## src/rtl/tdm_deserializer.sv

```systemverilog
// tdm_deserializer: counts TDM slots and steers each serial word into its lane, emitting one parallel frame per WAY words
package tdm_pkg;
    function automatic int log2(input int v);
        int r;
        r = 0;
        while ((1 << r) < v) r++;
        return r;
    endfunction
endpackage

module tdm_deserializer
    import tdm_pkg::*;
#(
    parameter int WAY = 8,
    parameter int WIRE = 1,
    parameter bit REQUIRE_SOF = 1'b1,
    localparam int SIZE_CTRL = log2(WAY),
    localparam int SIZE_OUT = WAY * WIRE
) (
    input  logic                 clk,
    input  logic                 rst_n,
    input  logic                 in_valid,
    output logic                 in_ready,
    input  logic [WIRE-1:0]      in_data,
    input  logic                 in_sof,
    output logic                 out_valid,
    input  logic                 out_ready,
    output logic [SIZE_OUT-1:0]  out_data,
    output logic [SIZE_CTRL-1:0] slot,
    output logic                 err_resync
);
    typedef enum logic {HUNT, FILL} state_t;
    state_t                state_q, state_d;
    logic [SIZE_CTRL-1:0]  slot_q, slot_d;
    logic [SIZE_OUT-1:0]   asm_q, asm_d;
    logic [SIZE_OUT-1:0]   out_data_q, out_data_d;
    logic                  out_valid_q, out_valid_d;
    logic                  err_q, err_d;
    logic                  last, acc;
    assign last = slot_q == SIZE_CTRL'(WAY - 1);
    assign in_ready = !(state_q == FILL && last && out_valid_q && !out_ready);
    assign acc = in_valid && in_ready;
    assign out_valid = out_valid_q;
    assign out_data = out_data_q;
    assign slot = slot_q;
    assign err_resync = err_q;
    always_comb begin
        state_d = state_q;
        slot_d = slot_q;
        asm_d = asm_q;
        out_data_d = out_data_q;
        out_valid_d = out_valid_q && !out_ready;
        err_d = 1'b0;
        if (acc) begin
            if (state_q == HUNT) begin
                if (in_sof) begin
                    asm_d[WIRE-1:0] = in_data;
                    slot_d = SIZE_CTRL'(1);
                    state_d = FILL;
                end
            end else if (in_sof && slot_q != '0) begin
                asm_d[WIRE-1:0] = in_data;
                slot_d = SIZE_CTRL'(1);
                err_d = 1'b1;
            end else begin
                asm_d[int'(slot_q)*WIRE +: WIRE] = in_data;
                slot_d = slot_q + 1'b1;
                if (last) begin
                    out_data_d = {in_data, asm_q[SIZE_OUT-WIRE-1:0]};
                    out_valid_d = 1'b1;
                end
            end
        end
    end
    always_ff @(posedge clk or negedge rst_n) begin
        if (!rst_n) begin
            state_q <= REQUIRE_SOF ? HUNT : FILL;
            slot_q <= '0;
            asm_q <= '0;
            out_data_q <= '0;
            out_valid_q <= 1'b0;
            err_q <= 1'b0;
        end else begin
            state_q <= state_d;
            slot_q <= slot_d;
            asm_q <= asm_d;
            out_data_q <= out_data_d;
            out_valid_q <= out_valid_d;
            err_q <= err_d;
        end
    end
endmodule

```

## config.mk

```make
export PLATFORM = sky130hd
export DESIGN_NAME = tdm_deserializer
export DESIGN_NICKNAME = d
export VERILOG_FILES = /design/src/rtl/tdm_deserializer.sv
export SDC_FILE = /design/constraint.sdc
export NUM_CORES = 1
export LEC_CHECK = 0
export ABC_CLOCK_PERIOD_IN_PS = 4400
export CAP_MARGIN = 20
export CORE_ASPECT_RATIO = 1.75
export CORE_MARGIN = 2
export CORE_UTILIZATION = 40
export CTS_BUF_LIST = sky130_fd_sc_hd__clkbuf_8
export CTS_CLUSTER_SIZE = 8
export DETAILED_ROUTE_END_ITERATION = 8
export PLACE_DENSITY_LB_ADDON = 0.15
export SYNTH_ARGS = -nofsm -noshare
export SYNTH_HDL_FRONTEND = slang
export SYNTH_SLANG_ARGS = --single-unit
```

## constraint.sdc

```tcl
create_clock -name clk -period 4.4 [get_ports clk]
set_input_delay 0.44 -clock clk [delete_from_list [all_inputs] [get_ports clk]]
set_output_delay 0.44 -clock clk [all_outputs]
set_load 0.01 [all_outputs]
```

-- Word-level counts from Yosys, hierarchy flattened
Cells that the tools add are included.
- add/subtract/negate cells: 2
- $mul: 0
- divide/modulo/power cells: 0
- $lt $le $gt $ge: 0
- eq/ne operators: 1
- shifts and indexed selects: 2
- mux-type cells: 16
- bitwise logic cells: 1
- reduce and logical (&&, ||, !) cells: 13
- operators by type and width (kind ; count):
    $neg 3->33 ; 1
    $shift 1x33->8 const A ; 1
    $shiftx 1x33->8 ; 1
    $mux 1 ; 12
    $mux 3 ; 3
    $bwmux 8 ; 1
    $logic_and 1x1->1 ; 6
    $reduce_and 4->1 ; 1
    $add 3x1->3 const B ; 1
    $eq 3x3->1 const B ; 1
    $reduce_and 3->1 ; 1
    $reduce_bool 3->1 ; 1
    $logic_not 1->1 ; 2
    $reduce_and 2->1 ; 1
    $reduce_bool 2->1 ; 1
    $not 1->1 ; 1
- flip-flop bits (word level): 22
- latch bits: 0
- RAM bits: 0
- memory bits (read-only): 0
- input port bits: 6
- output and inout port bits: 14
- word-level logic and storage cells: 42
- memories: 0

-- Depth between registers and ports, before layout
Gate-level depths: netlist (run 1).
- depth in word-level cells: 7
- gate-level depth with buffers: 7
- mapped depth without buffers: 7

-- Worst setup path before layout (run 1)
No wires, ideal clock.
- kind: register to register
- start point: reg slot_q[0] (netlist: slot[0])
- end point: reg asm_q[5]
- library setup time: 0.128 ns
- arrival: 2.049 ns
- data required time: 4.272 ns
- setup slack: 2.224 ns
- stages on the path, launching flop included: 8
- path buffers: 0
- clock period less this slack: 2.176 ns
- cells stage by stage: dfrtp_1 -> ha_1 -> ha_1 -> and4b_4 -> inv_2 -> nand4_2 -> nor4b_2 -> mux2_1
- word-level cells in the longest chain between the ends: 7
- elaborated cells between the ends (all ways): 14
- classes of those cells: add/sub (1); eq/ne (1); shift (2); mux (1); bitwise (1); reduce/logical (8)
- RTL lines (item ; RTL line ; text):
    start, declared ; 34 ; logic [SIZE_CTRL-1:0] slot_q, slot_d;
    start signal, assigned ; 85 ; slot_q <= slot_d;
    $eq 3x3->1 ; 40 ; assign last = slot_q == SIZE_CTRL'(WAY - 1);
    $logic_and 1x1->1 (3 in a row) ; 41 ; assign in_ready = !(state_q == FILL && last && out_valid_q && !out_ready);
    $logic_not 1->1 ; 41 ;
    via in_ready ; 23 ; output logic in_ready,
    $logic_and 1x1->1 ; 42 ; assign acc = in_valid && in_ready;
    $reduce_and 3->1 (no line) ; - ;
    end signal, assigned ; 86 ; asm_q <= asm_d;
    end, declared ; 35 ; logic [SIZE_OUT-1:0] asm_q, asm_d;
The timed path passes the listed nets, and every way through them passes these cells.
A chain may end at the register's enable or synchronous reset.

-- Worst setup path in the final report (run 1)
- start point: reg slot_q[0] (netlist: slot[0])
- end point: out in_ready
- word-level cells in the longest chain between the ends: 5
- RTL lines (item ; RTL line):
    $eq 3x3->1 ; 40
    $logic_and 1x1->1 (3 in a row) ; 41
    $logic_not 1->1 ; 41
    end, declared ; 23
No other way between the ends.

==> results of run 1 <==
## worst max-delay path by stage
stage / startpoint / endpoint / depth (start not counted)
floorplan: slot[0]$_DFFE_PN0P_ / asm_q[5]$_DFFE_PN0P_ / 7
global placement: slot[0]$_DFFE_PN0P_ / out_data[4]$_DFFE_PN0P_ / 7
detailed placement: slot[0]$_DFFE_PN0P_ / out_data[7]$_DFFE_PN0P_ / 7
CTS: slot[0]$_DFFE_PN0P_ / in_ready / 5
global route: slot[0]$_DFFE_PN0P_ / in_ready / 5
finish: slot[0]$_DFFE_PN0P_ / in_ready / 5
## logic make-up (layout without fill, tap and decap cells)
group           after synthesis  after routing  share of synthesized area
mux                          15             15                      0.181
simple gates                 25             25                      0.188
buf+inv                       5             29                     0.0171
fa+ha+maj                     7              7                     0.0798
flops                        21             21                      0.479
compound gates                8              8                     0.0547
## report_power, final
group | internal, mW | switching, mW | total, mW
sequential | 0.244 | 0.0556 | 0.300
clock | 0.0621 | 0.0591 | 0.121
combinational | 0.172 | 0.152 | 0.325
## state kept, by name (all words and copies together) (netlist names)
signal	flops
asm_q	7
err_resync	1
out_data	8
out_valid	1
slot	3
state_q	1
## worst reg2reg max path, delay by kind of cell, from the launching register on
| family | cells | cell delay, ns |
|---|---|---|
| fa+ha+maj | 2 | 0.67 |
| flops | 1 | 0.60 |
| simple gates | 2 | 0.37 |
| mux | 1 | 0.36 |
| buf+inv | 1 | 0.15 |
| compound gates | 1 | 0.12 |
## area by class of cell
cell class,count,area (um2),share of cell area
Multi-Input combinational cell,55,553,0.397
Sequential cell,21,526,0.378
Timing Repair Buffer,20,215,0.155
Clock buffer,3,41.3,0.0297
Tap cell,27,33.8,0.0243
Inverter,5,18.8,0.0135
Clock inverter,1,3.75,0.00270
## routing by layer
layer / global-route usage / part of all wire / vias to the layer above / wire length, um
met5: 0 / 0 / - / 0
met4: 0.0976 / 0.026 / 0 / 55
met3: 0.0246 / 0.045 / 5 / 97
met2: 0.261 / 0.53 / 31 / 1140
met1: 0.175 / 0.40 / 351 / 850
li1: - / - / 345 / -
## cells in the final DEF (no fill, tap or decap)
cell type,count
o21bai_1,1
dfrtp_1,21
nand2_4,1
a22o_2,2
or3_4,1
nand4_2,1
and4b_4,1
clkbuf_8,3
a21o_2,1
nor2_1,2
o21ai_0,2
mux2_1,5
nor3_1,2
nand4_1,3
inv_1,5
o211ai_1,1
clkdlybuf4s50_1,19
nor2b_1,1
mux2_2,2
and3_1,1
o22ai_1,1
mux2_4,8
inv_2,1
nor4b_2,3
nand2_1,5
ha_1,7
nor3b_4,1
and2b_1,1
clkbuf_16,1
nand2b_1,1
nor4_2,1
==> impl_summary.md, run 1 <==
Worst hold path
Along the worst hold path, the cell count comes to 1. The path class of the tightest hold or removal check is reg2reg. The hold path startpoint is asm_q[5]$_DFFE_PN0P_. The endpoint with the worst hold slack is asm_q[5]$_DFFE_PN0P_.

Route
The final routed wirelength across all metal layers is 2.14 mm. The number of antenna-violating nets in the routed design is 0. The detailed-route wire length per cell is 16.2 um. For this run, the detailed router's first-pass iteration total came to 4. In the routed design, unresolved DRC markers number 0.

The detailed-route vias per instance is 5.55. The violation count after the first detailed-routing iteration is 11. Across all layers, the routed design uses 732 vias.

STA
Measured against its own limit, the worst slew margin works out to 0.719. The number of max-slew violations in the final report is 0. Setup repair after global routing left no endpoint under its margin. The slew of the pin with the lowest slew margin is 0.422 ns. The top achievable clock speed is 384 MHz.

The number of endpoints failing setup at the final stage is 0. The smallest clock period supported by the final layout is computed as 2.60 ns. The final-report hold violation count is 0. For the final routed database, the setup TNS stands at 0 ns. Hold is met by 0.496 ns. Across all setup checks in the final design, the least slack found is 1.80 ns.

Dividing the final minimum period by the clock period gives 0.592. Between clock sinks in the finished design, the worst skew comes to 0.00657 ns.

Synth
The dominant synthesized flop cell is dfrtp_1. The library cell with the largest summed area after synthesis is dfrtp_1. The net count after synthesis is 94. The share of the Yosys chip area taken by registers is 0.479. The Yosys step of the flow raised 0 warnings.

In the post-synthesis netlist, the biggest area contributors are dfrtp_1 48%, mux2_4 11%, ha_1 8.0%. After synthesis, the most frequently instantiated cells are 21 x dfrtp_1, 8 x mux2_4, 7 x ha_1, 5 x mux2_1, 5 x nand2_1. Synthesis inferred 21 register bits. The most instantiated library cell after synthesis is dfrtp_1.

Of the post-synthesis cell area, the dominant cell type holds 0.479. Averaged over all synthesized cells, the footprint is 13.5 um2. Counting flops with a built-in enable in the synthesized netlist gives 0. Synthesis handed over a netlist of 81 instances. The post-synthesis cell type count is 28. The mapped netlist covers 1100 um2. The fraction of registers with async set/reset is 1.00.

Worst setup path
STA puts the critical path data required time at 3.96 ns. The critical path in this run is classified as reg2out. Along the worst path, the maximum fanout reaches 12.

The slowest stage of the critical path is the dfrtp_1 cell. The worst setup path is launched from a register. The cell count of the worst reg-to-reg path is 7. The cell type group with the largest total delay on the critical path is buffers and inverters. The most numerous cell type found on the critical path is ha_1. The total buffers and inverters traversed by the critical path is 2. The signal on the critical path passes through ha_1, ha_1, and4b_4, inv_2, clkdlybuf4s50_1. The largest single stage delay on the critical path is 0.53 ns. STA classifies the critical path endpoint as an output port.

The data arrival at the endpoint of the critical path is 2.16 ns. The endpoint of the worst-slack reg-to-reg timing path is asm_q[4]$_DFFE_PN0P_. In this run the register-to-register setup slack is 2.02 ns. In this run the critical register-to-register path is launched from slot[0]$_DFFE_PN0P_.

Die
The die outline height is 73.3 um. The placeable core region is 2660 um2. Pin placement for this block handled 20 I/O pins.

The area of the die is 3190 um2. The horizontal extent of the die is 43.6 um. The starting density of the core is 0.413.

The site row count is 25.

Global route
The first global-routing pass estimated 3.51 mm of wire. The leftover overflow at the end of global routing is 0. The initial antenna violation count came to 0.

The number of global-route vias before repair is 735. The overall fraction of global-route tracks in use is 0.154. Entering global routing, the biggest net connects 22 pins.

Clock tree
The number of setup buffers added after CTS is 0. The clock-pin transition on the worst setup and hold timing paths is 0.07 ns. The tree is rooted in a clkbuf_8. TritonCTS built the clock tree. Counting every sink on the clock net gives 21. The number of gates resized after CTS was 0. The number of clock buffers inserted by TritonCTS is 3.

The maximum level of the CTS H-tree is 1. The maximum clock path buffer count is 2. The clock reaches the later pin of the worst-skew pair after 0.26 ns. The number of hold buffers added after CTS is 0.

Power and ir drop
The maximum VDD drop is 377 uV. The analysis attributes to cell leakage a power of 0.660 nW. The total power draw is 745 uW. In this run the power density over the cells is 536 nW/um2.

Cells and area
The count of inserted antenna diode cells is 0. The final cell count without fillers is 132. Fill cells in the final layout number 227. For this run, the post-layout net count is 119.

The share of final-layout standard cells stronger than drive strength 1 is 0.257. With fillers left out, the area of the finished cells amounts to 1390 um2. At the end of the flow the core is filled with cells to 0.523. From synthesis to final layout, the design area changed by 26.8%.

Run
The reported max-cap violation count is 0.

Placement
The congestion estimate from routability-driven global placement came to 0.842. The number of placed cells counting well taps is 127. The total placed instance area is 1320 um2. The wire-length estimate of the detail-placed layout is 1.64 mm. The number of buffers added on ports is 19.

The minimum setup slack after placement is 2.06 ns.

Run status
The run finished with clean final reports.
Power figures use the tool's default switching activity.
==> run 2: changes to the inputs <==
--- a/config.mk
+++ b/config.mk
@@ -5,7 +5,7 @@
 export SDC_FILE = /design/constraint.sdc
 export NUM_CORES = 1
 export LEC_CHECK = 0
-export ABC_CLOCK_PERIOD_IN_PS = 4400
+export ABC_CLOCK_PERIOD_IN_PS = 2500
 export CAP_MARGIN = 20
 export CORE_ASPECT_RATIO = 1.75
 export CORE_MARGIN = 2
==> constraint.sdc (replaced) <==
create_clock -name clk -period 2.5 [get_ports clk]
set_input_delay 0.25 -clock clk [delete_from_list [all_inputs] [get_ports clk]]
set_output_delay 0.25 -clock clk [all_outputs]
set_load 0.01 [all_outputs]
==> impl_summary.md, run 2 (synthesis results as in run 1) <==
Run status
The flow ran to the end, and the final reports show no timing, DRC or antenna violations.

Die
The placeable core region was 2660 um2 (unchanged). The site row count was 25 (unchanged). The die outline height is 73.3 um (unchanged). The I/O pin total is 20 (unchanged).

The area of the die was 3190 um2 (unchanged). The horizontal extent of the die is 43.6 um (unchanged). The starting density of the core is 0.413 (unchanged).

Clock tree
The tree is rooted in a clkbuf_8. The clock-pin transition on the worst setup and hold timing paths is 0.07 ns (about the same). The post-cts gate resize count is 0 (unchanged). The maximum level of the CTS H-tree is 1 (unchanged). The maximum clock path buffer count is 2 (unchanged).

The number of clock buffers inserted by TritonCTS is 3 (unchanged). The clock latency on the worst-skew pair was 0.26 ns (about the same). The number of hold buffers added after CTS is 0 (unchanged). The CTS tree is yes. The setup fix buffers added after clock tree synthesis is 0 (unchanged). The number of clock sinks came to 21 (unchanged).

STA
The final-report hold violation count came to 0 (unchanged). The slew of the pin with the lowest slew margin is 0.393 ns (-0.0285 ns). The top achievable clock speed is 415 MHz. The worst max-slew margin expressed relative to the limit came to 0.738 (+0.0190).

The number of endpoints failing setup at the final stage is 0 (unchanged). Setup repair after global routing left no endpoint under its margin. The post-route fraction of the period consumed by the critical path is 0.964. The final setup TNS is 0 ns (unchanged). The worst clock skew is 0.00445 ns (-0.00212 ns).

The slack of the critical path is 0.0899 ns (-1.71 ns). Subtracting the final worst setup slack from the clock period gives 2.41 ns. The worst hold slack is 0.328 ns (-0.168 ns).

The number of max-slew violations in the final report is 0 (unchanged).

Route
The number of DRC violations after detailed routing is 0 (unchanged). The via count is 752 (+2.7%). The number of antenna-violating nets in the routed design is 0 (unchanged). The detailed-route wire length per cell is 15.5 um (-4.4%). The final routed wirelength across all metal layers was 2.06 mm (-3.7%). The detailed-router iteration count before antenna repair came to 4 (unchanged).

The violation count after the first detailed-routing iteration was 29 (+18). The detailed-route vias per instance is 5.65 (+2.0%).

Placement
The half-perimeter wire length of the detailed placement result is 1.62 mm (-1.2%). The last weighted congestion value of the routability-driven placer is 0.902 (+7.0%). The minimum setup slack after placement is 0.170 ns (-1.89 ns).

The number of placed cells counting well taps was 129 (+1.6%). The number of buffers added on ports is 19 (unchanged). The total placed instance area is 1340 um2 (+1.1%).

Cells and area
The number of flip-flops in the largest register is 8 (unchanged). In the layout the commonest cells are 21 x dfrtp_1, 19 x clkdlybuf4s50_1, 8 x mux2_4, 7 x ha_1. Leaving out fill and tap cells, the most frequent cell in the layout is dfrtp_1. The cell area after layout came to 1380 um2 (-0.72%). The count of inserted antenna diode cells is 0 (unchanged). The fraction of the core area covered by cells at the end of the flow came to 0.520 (-0.00377).

The final cell count without fillers came to 133 (+0.76%). The number of inserted filler cells in the final layout is 229 (+0.88%). From synthesis to final layout, the design area changed by 25.9%. The share of final-layout standard cells stronger than drive strength 1 was 0.264 (+0.00701).

The final net count is 120 (+0.84%).

Worst setup path
The largest fanout on the critical path came to 12 (unchanged). The startpoint class of the critical path is a register. The data arrival at the endpoint of the critical path is 2.16 ns (about the same).

STA classifies the critical path endpoint as an output port. The critical setup path kind is reg2out. The required time at the worst-slack endpoint was 2.25 ns (-1.71 ns).

Global route
The initial antenna violation count is 0 (unchanged). The number of global-route vias before repair is 813 (+11%). The pin count of the biggest net entering global routing was 22 (unchanged). The overall fraction of global-route tracks in use is 0.156 (+0.00192). The leftover overflow at the end of global routing is 0 (unchanged).

The first-pass GRT wire length is 3.71 mm (+5.5%).

Worst hold path
In this run the worst hold path is classified as in2async.

Power and ir drop
The portion of total power attributed to sequential cells came to 0.393 (-0.009). The maximum VDD drop was 456 uV (+21%). The total power draw was 1.31 mW (+76%). The proportion of power drawn by the clock network is 0.161 (-0.002). The internal power contribution came to 847 uW (+77%). The ratio of total power to cell area came to 948 nW/um2 (+77%).

The switching share of total power is 0.353 (-0.00513). The part of the total power dissipated in combinational logic is 0.446 (+0.011). The switching power is 462 uW (+73%). The leakage component of the power is 0.658 nW (-0.37%).

Run
The reported max-cap violation count is 0 (unchanged).
==> run 2: final timing paths <==
| check | startpoint | to | slack [ns] | depth (start not counted) |
|---|---|---|---|---|
| max | slot[0]$_DFFE_PN0P_ | in_ready | 0.09 | 5 |
| min | rst_n | asm_q[5]$_DFFE_PN0P_ | 0.33 | 2 |
| max reg2reg | slot[0]$_DFFE_PN0P_ | asm_q[5]$_DFFE_PN0P_ | 0.15 | 7 |
| min reg2reg | asm_q[2]$_DFFE_PN0P_ | asm_q[2]$_DFFE_PN0P_ | 0.50 | 1 |
| max in group asynchronous | rst_n | out_data[1]$_DFFE_PN0P_ | 1.96 | 2 |
| min in group clk | asm_q[2]$_DFFE_PN0P_ | asm_q[2]$_DFFE_PN0P_ | 0.50 | 1 |
==> run 2: critical path: stages, from the launching register on <==
cell,delay [ns]
dfrtp_1,0.52
ha_1,0.27
ha_1,0.25
and4b_4,0.26
inv_2,0.07
clkdlybuf4s50_1,0.53
==> run 2: metal layers <==
metal	track usage	routed length, um
met5	0	0
met4	0.104	72
met3	0.0270	76
met2	0.252	1100
met1	0.185	815
==> run 2: final cells by class <==
class	instances	area [um2]	area share
Clock buffer	3	41.3	0.0299
Clock inverter	1	3.75	0.00272
Inverter	5	18.8	0.0136
Multi-Input combinational cell	55	553	0.400
Sequential cell	21	526	0.380
Tap cell	27	33.8	0.0245
Timing Repair Buffer	21	205	0.149
==> run 2: power groups by stage <==
stage	clock network (mW)	logic (mW)	registers, mW
after floorplan	0	0.345	0.532
after global placement	0	0.579	0.514
after detailed placement	0	0.580	0.520
after CTS	0.220	0.586	0.515
after global routing	0.236	0.641	0.527
final	0.211	0.584	0.514
==> run 3: changes to the inputs <==
--- a/config.mk
+++ b/config.mk
@@ -9,10 +9,11 @@
 export CAP_MARGIN = 20
 export CORE_ASPECT_RATIO = 1.75
 export CORE_MARGIN = 2
-export CORE_UTILIZATION = 40
+export CORE_UTILIZATION = 45
 export CTS_BUF_LIST = sky130_fd_sc_hd__clkbuf_8
 export CTS_CLUSTER_SIZE = 8
 export DETAILED_ROUTE_END_ITERATION = 8
+export DONT_BUFFER_PORTS = 1
 export PLACE_DENSITY_LB_ADDON = 0.15
 export SYNTH_ARGS = -nofsm -noshare
 export SYNTH_HDL_FRONTEND = slang
==> impl_summary.md, run 3 (synthesis results as in run 1) <==
Worst setup path
In this run the critical register-to-register path is captured at asm_q[5]$_DFFE_PN0P_. The largest fanout on the critical path was 5 (-7). For this design, the slowest cell found on the critical path is dfrtp_1. In this design, the critical path's most frequently occurring cell is ha_1. The required time at the worst-slack endpoint is 2.64 ns (+0.39 ns). The critical setup path kind is reg2reg. The worst-case register-to-register setup slack was 0.29 ns (+0.14 ns). Walking the worst path, the cells encountered are ha_1, ha_1, and4b_4, inv_2, nand4_2, nor4b_2, mux2_1. The startpoint class of the critical path is a register. The largest stage delay on the critical path is 0.46 ns (-0.07 ns). The data arrival at the endpoint of the critical path is 2.35 ns (+0.19 ns). The cell count of the worst reg-to-reg path is 7 (unchanged).

The worst register-to-register path begins at slot[1]$_DFFE_PN0P_. The critical path capture point type is a register.

Clock tree
The clock latency on the worst-skew pair is 0.25 ns (about the same). The maximum clock path buffer count is 2 (unchanged). The clock-pin transition on the worst setup and hold timing paths is 0.07 ns (about the same).

The maximum level of the CTS H-tree is 1 (unchanged). CTS placed an instance of clkbuf_8 at the clock tree root. The setup fix buffers added after clock tree synthesis is 0 (unchanged). The number of hold buffers added after CTS was 1 (+1). The post-cts gate resize count is 0 (unchanged). The number of clock buffers inserted by TritonCTS is 3 (unchanged). TritonCTS built the clock tree. The number of clock sinks is 21 (unchanged).

Die
The starting density of the core is 0.477 (+0.0639). The I/O pin total was 20 (unchanged). The area of the die came to 2870 um2 (-10%). The die outline height was 69.3 um (-5.4%). The placeable core region is 2300 um2 (-13%).

The site row count is 23 (-8.0%). The horizontal extent of the die is 41.3 um (-5.2%).

STA
The worst clock skew is 0.00221 ns (-0.00223 ns). The worst max-slew margin expressed relative to the limit is 0.760 (+0.0223). Setup repair after global routing left no endpoint under its margin. The slack of the critical path is 0.290 ns (+0.200 ns).

The final setup TNS is 0 ns (unchanged). The number of max-slew violations in the final report came to 0 (unchanged). The final critical path time including I/O delays and setup is 2.21 ns (-0.200 ns). The number of endpoints failing setup at the final stage is 0 (unchanged). The post-route fraction of the period consumed by the critical path is 0.884 (-0.0800). The top achievable clock speed was 452 MHz (+9.0%).

The slew of the pin with the lowest slew margin is 0.358 ns (-0.0351 ns). The final-report hold violation count is 0 (unchanged).

Route
The number of DRC violations after detailed routing came to 0 (unchanged). The detailed-route vias per instance is 5.66 (+0.12%). The detailed-router iteration count before antenna repair was 4 (unchanged). The final routed wirelength across all metal layers is 1.93 mm (-6.7%). The number of antenna-violating nets in the routed design came to 0 (unchanged).

The detailed-route wire length per cell is 16.7 um (+7.9%). The via count came to 651 (-13%). The violation count after the first detailed-routing iteration is 5 (-83%).

Placement
The half-perimeter wire length of the detailed placement result is 1.48 mm (-8.5%). The number of buffers added on ports is 0 (-19). The minimum setup slack after placement was 0.283 ns (+0.113 ns).

The last weighted congestion value of the routability-driven placer came to 0.808 (-10%).

Power and ir drop
The total power draw came to 1.22 mW (-6.8%). The maximum VDD drop is 601 uV (+32%). The leakage component of the power is 0.603 nW (-8.3%). The ratio of total power to cell area is 1000 nW/um2 (+5.7%).

Worst hold path
The hold path startpoint is out_ready. Along the worst hold path, the cell count comes to 1. The worst hold path terminates at out_valid$_DFF_PN0_. The tightest min-delay check is of the in2reg type.

Cells and area
The final net count is 104 (-13%). The number of flip-flops in the largest register was 8 (unchanged). The most frequent standard cell in the layout excluding fill and tap cells is dfrtp_1. The area of combinational cells with multiple inputs came to 553 um2 (unchanged).

The area taken by flip-flops and latches is 526 um2 (unchanged). The library cells used most frequently in the layout, excluding fill and tap cells, are 21 x dfrtp_1, 8 x mux2_4, 7 x ha_1. The count of inserted antenna diode cells is 0 (unchanged). The number of inserted filler cells in the final layout was 210 (-8.3%). The share of final-layout standard cells stronger than drive strength 1 came to 0.333 (+0.0692). The area growth from synthesis to layout is 10.9%.

Global route
The first-pass GRT wire length is 3.18 mm (-14%). The pin count of the biggest net entering global routing is 22 (unchanged). The overall fraction of global-route tracks in use is 0.157 (+0.000240).

The initial antenna violation count was 0 (unchanged). The number of global-route vias before repair is 707 (-13%). The leftover overflow at the end of global routing is 0 (unchanged).

Run status
The run finished with clean final reports.

Run
The reported max-cap violation count came to 0 (unchanged).
[run 3: changes by cell type in the layout (fill, tap and decap cells not counted)]
cell,previous run,this run
buf_4,2,3
buf_6,0,1
clkdlybuf4s50_1,19,0
dlygate4sd3_1,0,1
[run 3: layout make-up]
class                           instances  share of cell area
Clock buffer                            3              0.0339
Multi-Input combinational cell         55               0.454
Timing Repair Buffer                    5              0.0360
Inverter                                5              0.0154
Clock inverter                          1             0.00308
Sequential cell                        21               0.432
Tap cell                               25              0.0257
[run 3: per-stage QoR]
| stage | util | hold slack, ns | cell area, um2 | cells |
|---|---|---|---|---|
| 4_1_cts | 0.524 | 0.0888 | 1210 | 114 |
| 3_5_place_dp | 0.500 | -0.0451 | 1150 | 109 |
| 2_1_floorplan | - | -0.0456 | 1100 | 81 |
| 6_report | 0.529 | 0.0894 | 1220 | 115 |
| 3_3_place_gp | 0.500 | -0.0451 | 1150 | 109 |
| 5_1_grt | 0.529 | 0.0914 | 1220 | 115 |
[run 3: layer usage]
| layer | up-vias | wire length, um | share of wire | track usage |
|---|---|---|---|---|
| met5 | - | 0 | 0 | 0 |
| met4 | 0 | 20 | 0.010 | 0.0645 |
| met3 | 2 | 65 | 0.034 | 0.0288 |
| met2 | 20 | 1040 | 0.54 | 0.247 |
| met1 | 315 | 799 | 0.42 | 0.198 |
| li1 | 314 | - | - | - |
[run 3: power by group]
group	total, mW	internal, mW	switching (mW)
logic	0.490	0.238	0.252
registers	0.521	0.430	0.0914
clock network	0.209	0.109	0.0999
[run 3: worst max path at each step]
stage	from	endpoint	slack, ns
final	slot[1]$_DFFE_PN0P_	asm_q[5]$_DFFE_PN0P_	0.29
after global routing	slot[1]$_DFFE_PN0P_	asm_q[5]$_DFFE_PN0P_	0.17
after CTS	slot[1]$_DFFE_PN0P_	asm_q[5]$_DFFE_PN0P_	0.27
after detailed placement	slot[1]$_DFFE_PN0P_	asm_q[5]$_DFFE_PN0P_	0.28
after global placement	slot[1]$_DFFE_PN0P_	asm_q[4]$_DFFE_PN0P_	0.30
after floorplan	slot[0]$_DFFE_PN0P_	asm_q[5]$_DFFE_PN0P_	0.32
[run 3: critical path: cells and delay by family, from the launching register on]
family                   cells  cell delay, ns
buffers and inverters        1            0.10
multiplexers                 1            0.34
adder cells (fa/ha/maj)      2            0.45
AND/OR/NAND/NOR              3            0.75
flip-flops                   1            0.46
==> edit, RTL diff (flow settings as in run 3) <==
Put one more register stage on the output `err_resync`. The value now appears one clock later. The other outputs are not delayed to match.
--- a/src/rtl/tdm_deserializer.sv
+++ b/src/rtl/tdm_deserializer.sv
@@ -43,7 +43,9 @@
     assign out_valid = out_valid_q;
     assign out_data = out_data_q;
     assign slot = slot_q;
-    assign err_resync = err_q;
+    always_ff @(posedge clk) begin
+        err_resync <= err_q;
+    end
     always_comb begin
         state_d = state_q;
         slot_d = slot_q;
Check against the original RTL: not equivalent (Yosys sat finds a counterexample within 4 cycles, from zero or initial values and one cycle with rst_n low).
==> edit against run 3 <==
Setup slack improved by 12 ps; final area is 2.8% higher; power is 6.4% higher; sequential share of layout area rose by 0.43 points; critical path depth stayed put; sequential cell count up 1; synthesized area grew 1.8%; routed wire length up 7.3%; core utilization grew 0.80 points; fmax rose by 0.55%.
==> edit: results <==
export IMPL_ctsHtreeMaxLevel=1
export IMPL_synth_fa_ha_area_frac=0.0784
export IMPL_hpwl_mm=1.56
export IMPL_min_delay_start="out_ready"
export IMPL_fillers=189
export IMPL_dr_first_iter_drc_count=3
export IMPL_synthArstFlopShare=0.955
export IMPL_synth_cell_types=29
export IMPL_synthTopCellsByArea="dfrtp_1 47%, mux2_4 11%, ha_1 7.8%"
export IMPL_num_antenna_cells=0
export IMPL_cts_root_buf="clkbuf_8"
export IMPL_synth_nets=95
export IMPL_status="finished clean"
export IMPL_hold_class="in -> reg"
export IMPL_clk_pin_slew_ps=80
export IMPL_cts_buffers=3
export IMPL_cp_slowest_stage_delay_ps=410
export IMPL_vdd_drop_max_uv=493
export IMPL_wl_per_cell_um=17.8
export IMPL_grt_pass1_wl_mm=3.59
export IMPL_first_global_vias=739
export IMPL_ys_warn_count=0
export IMPL_synth_xor_area_frac=0
export IMPL_layout_nets=105
export IMPL_seq_area_frac_synth=0.488
export IMPL_p_leak_nw=0.615
export IMPL_muxShareOfSynthArea=0.178
export IMPL_reg2reg_from="slot[0]"
export IMPL_maxSlewHeadroom=0.740
export IMPL_post_dp_cell_area_um2=1170
export IMPL_fin_skew_ps=3.26
export IMPL_crit_fanout=6
export IMPL_dr_pass1_iters=2
export IMPL_synth_compound_area_share=0.0538
export IMPL_start_kind="register"
export IMPL_io_buffers=0
export IMPL_grt_usage=0.166
export IMPL_gp_congestion=0.832
export IMPL_vias_per_cell=5.70
export IMPL_drive_above_1_share=0.341
edit: layout make-up:
class / instances / share of cell area
timing repair buffer: 5 / 0.0380
inverter: 5 / 0.0150
sequential: 22 / 0.436
tap: 25 / 0.0250
clock buffer: 4 / 0.0440
multi-input combinational: 55 / 0.442
edit: cells by family (layout without fill, tap and decap cells):
kind of cell,after synthesis,in the layout
flops,22,22
compound gates,8,8
fa+ha+maj,7,7
buf+inv,5,14
mux,15,15
simple gates,25,25
edit: through the flow:
step | util | setup slack (ps) | cells | power, mW
4_1_cts | 0.530 | 287 | 115 | 1.31
2_1_floorplan | - | 324 | 82 | 0.897
3_5_place_dp | 0.502 | 301 | 110 | 1.04
6_report | 0.537 | 302 | 116 | 1.30
5_1_grt | 0.537 | 151 | 116 | 1.38
3_3_place_gp | 0.502 | 321 | 110 | 1.03
edit: metal layers:
| layer | up-vias | GRT usage | routed length [um] |
|---|---|---|---|
| met4 | 0 | 0.108 | 49 |
| met3 | 4 | 0.0336 | 81 |
| met1 | 325 | 0.195 | 862 |
| met5 | - | 0 | 0 |
| met2 | 19 | 0.267 | 1070 |
| li1 | 313 | - | - |
edit: report_power, final:
group | internal, mW | switching [mW]
Combinational | 0.241 | 0.268
Sequential | 0.449 | 0.0879
Clock | 0.140 | 0.111
edit: path summary, 6_finish.rpt:
kind,to,slack (ps),depth (start not counted)
worst max-delay path,asm_q[3],300,7
worst min-delay path,out_valid,80,1
worst max register to register,asm_q[3],300,7
worst min register to register,err_resync,350,0
max in group asynchronous,out_data[0],1910,2
min in group asynchronous,out_data[4],230,1
edit: critical path: cells and delay by family, from the launching register on:
kind,cells,cell delay (ps)
muxes,1,330
buffers and inverters,1,120
adders and majority gates,2,410
DFF,1,410
and+or+nand+nor,3,800
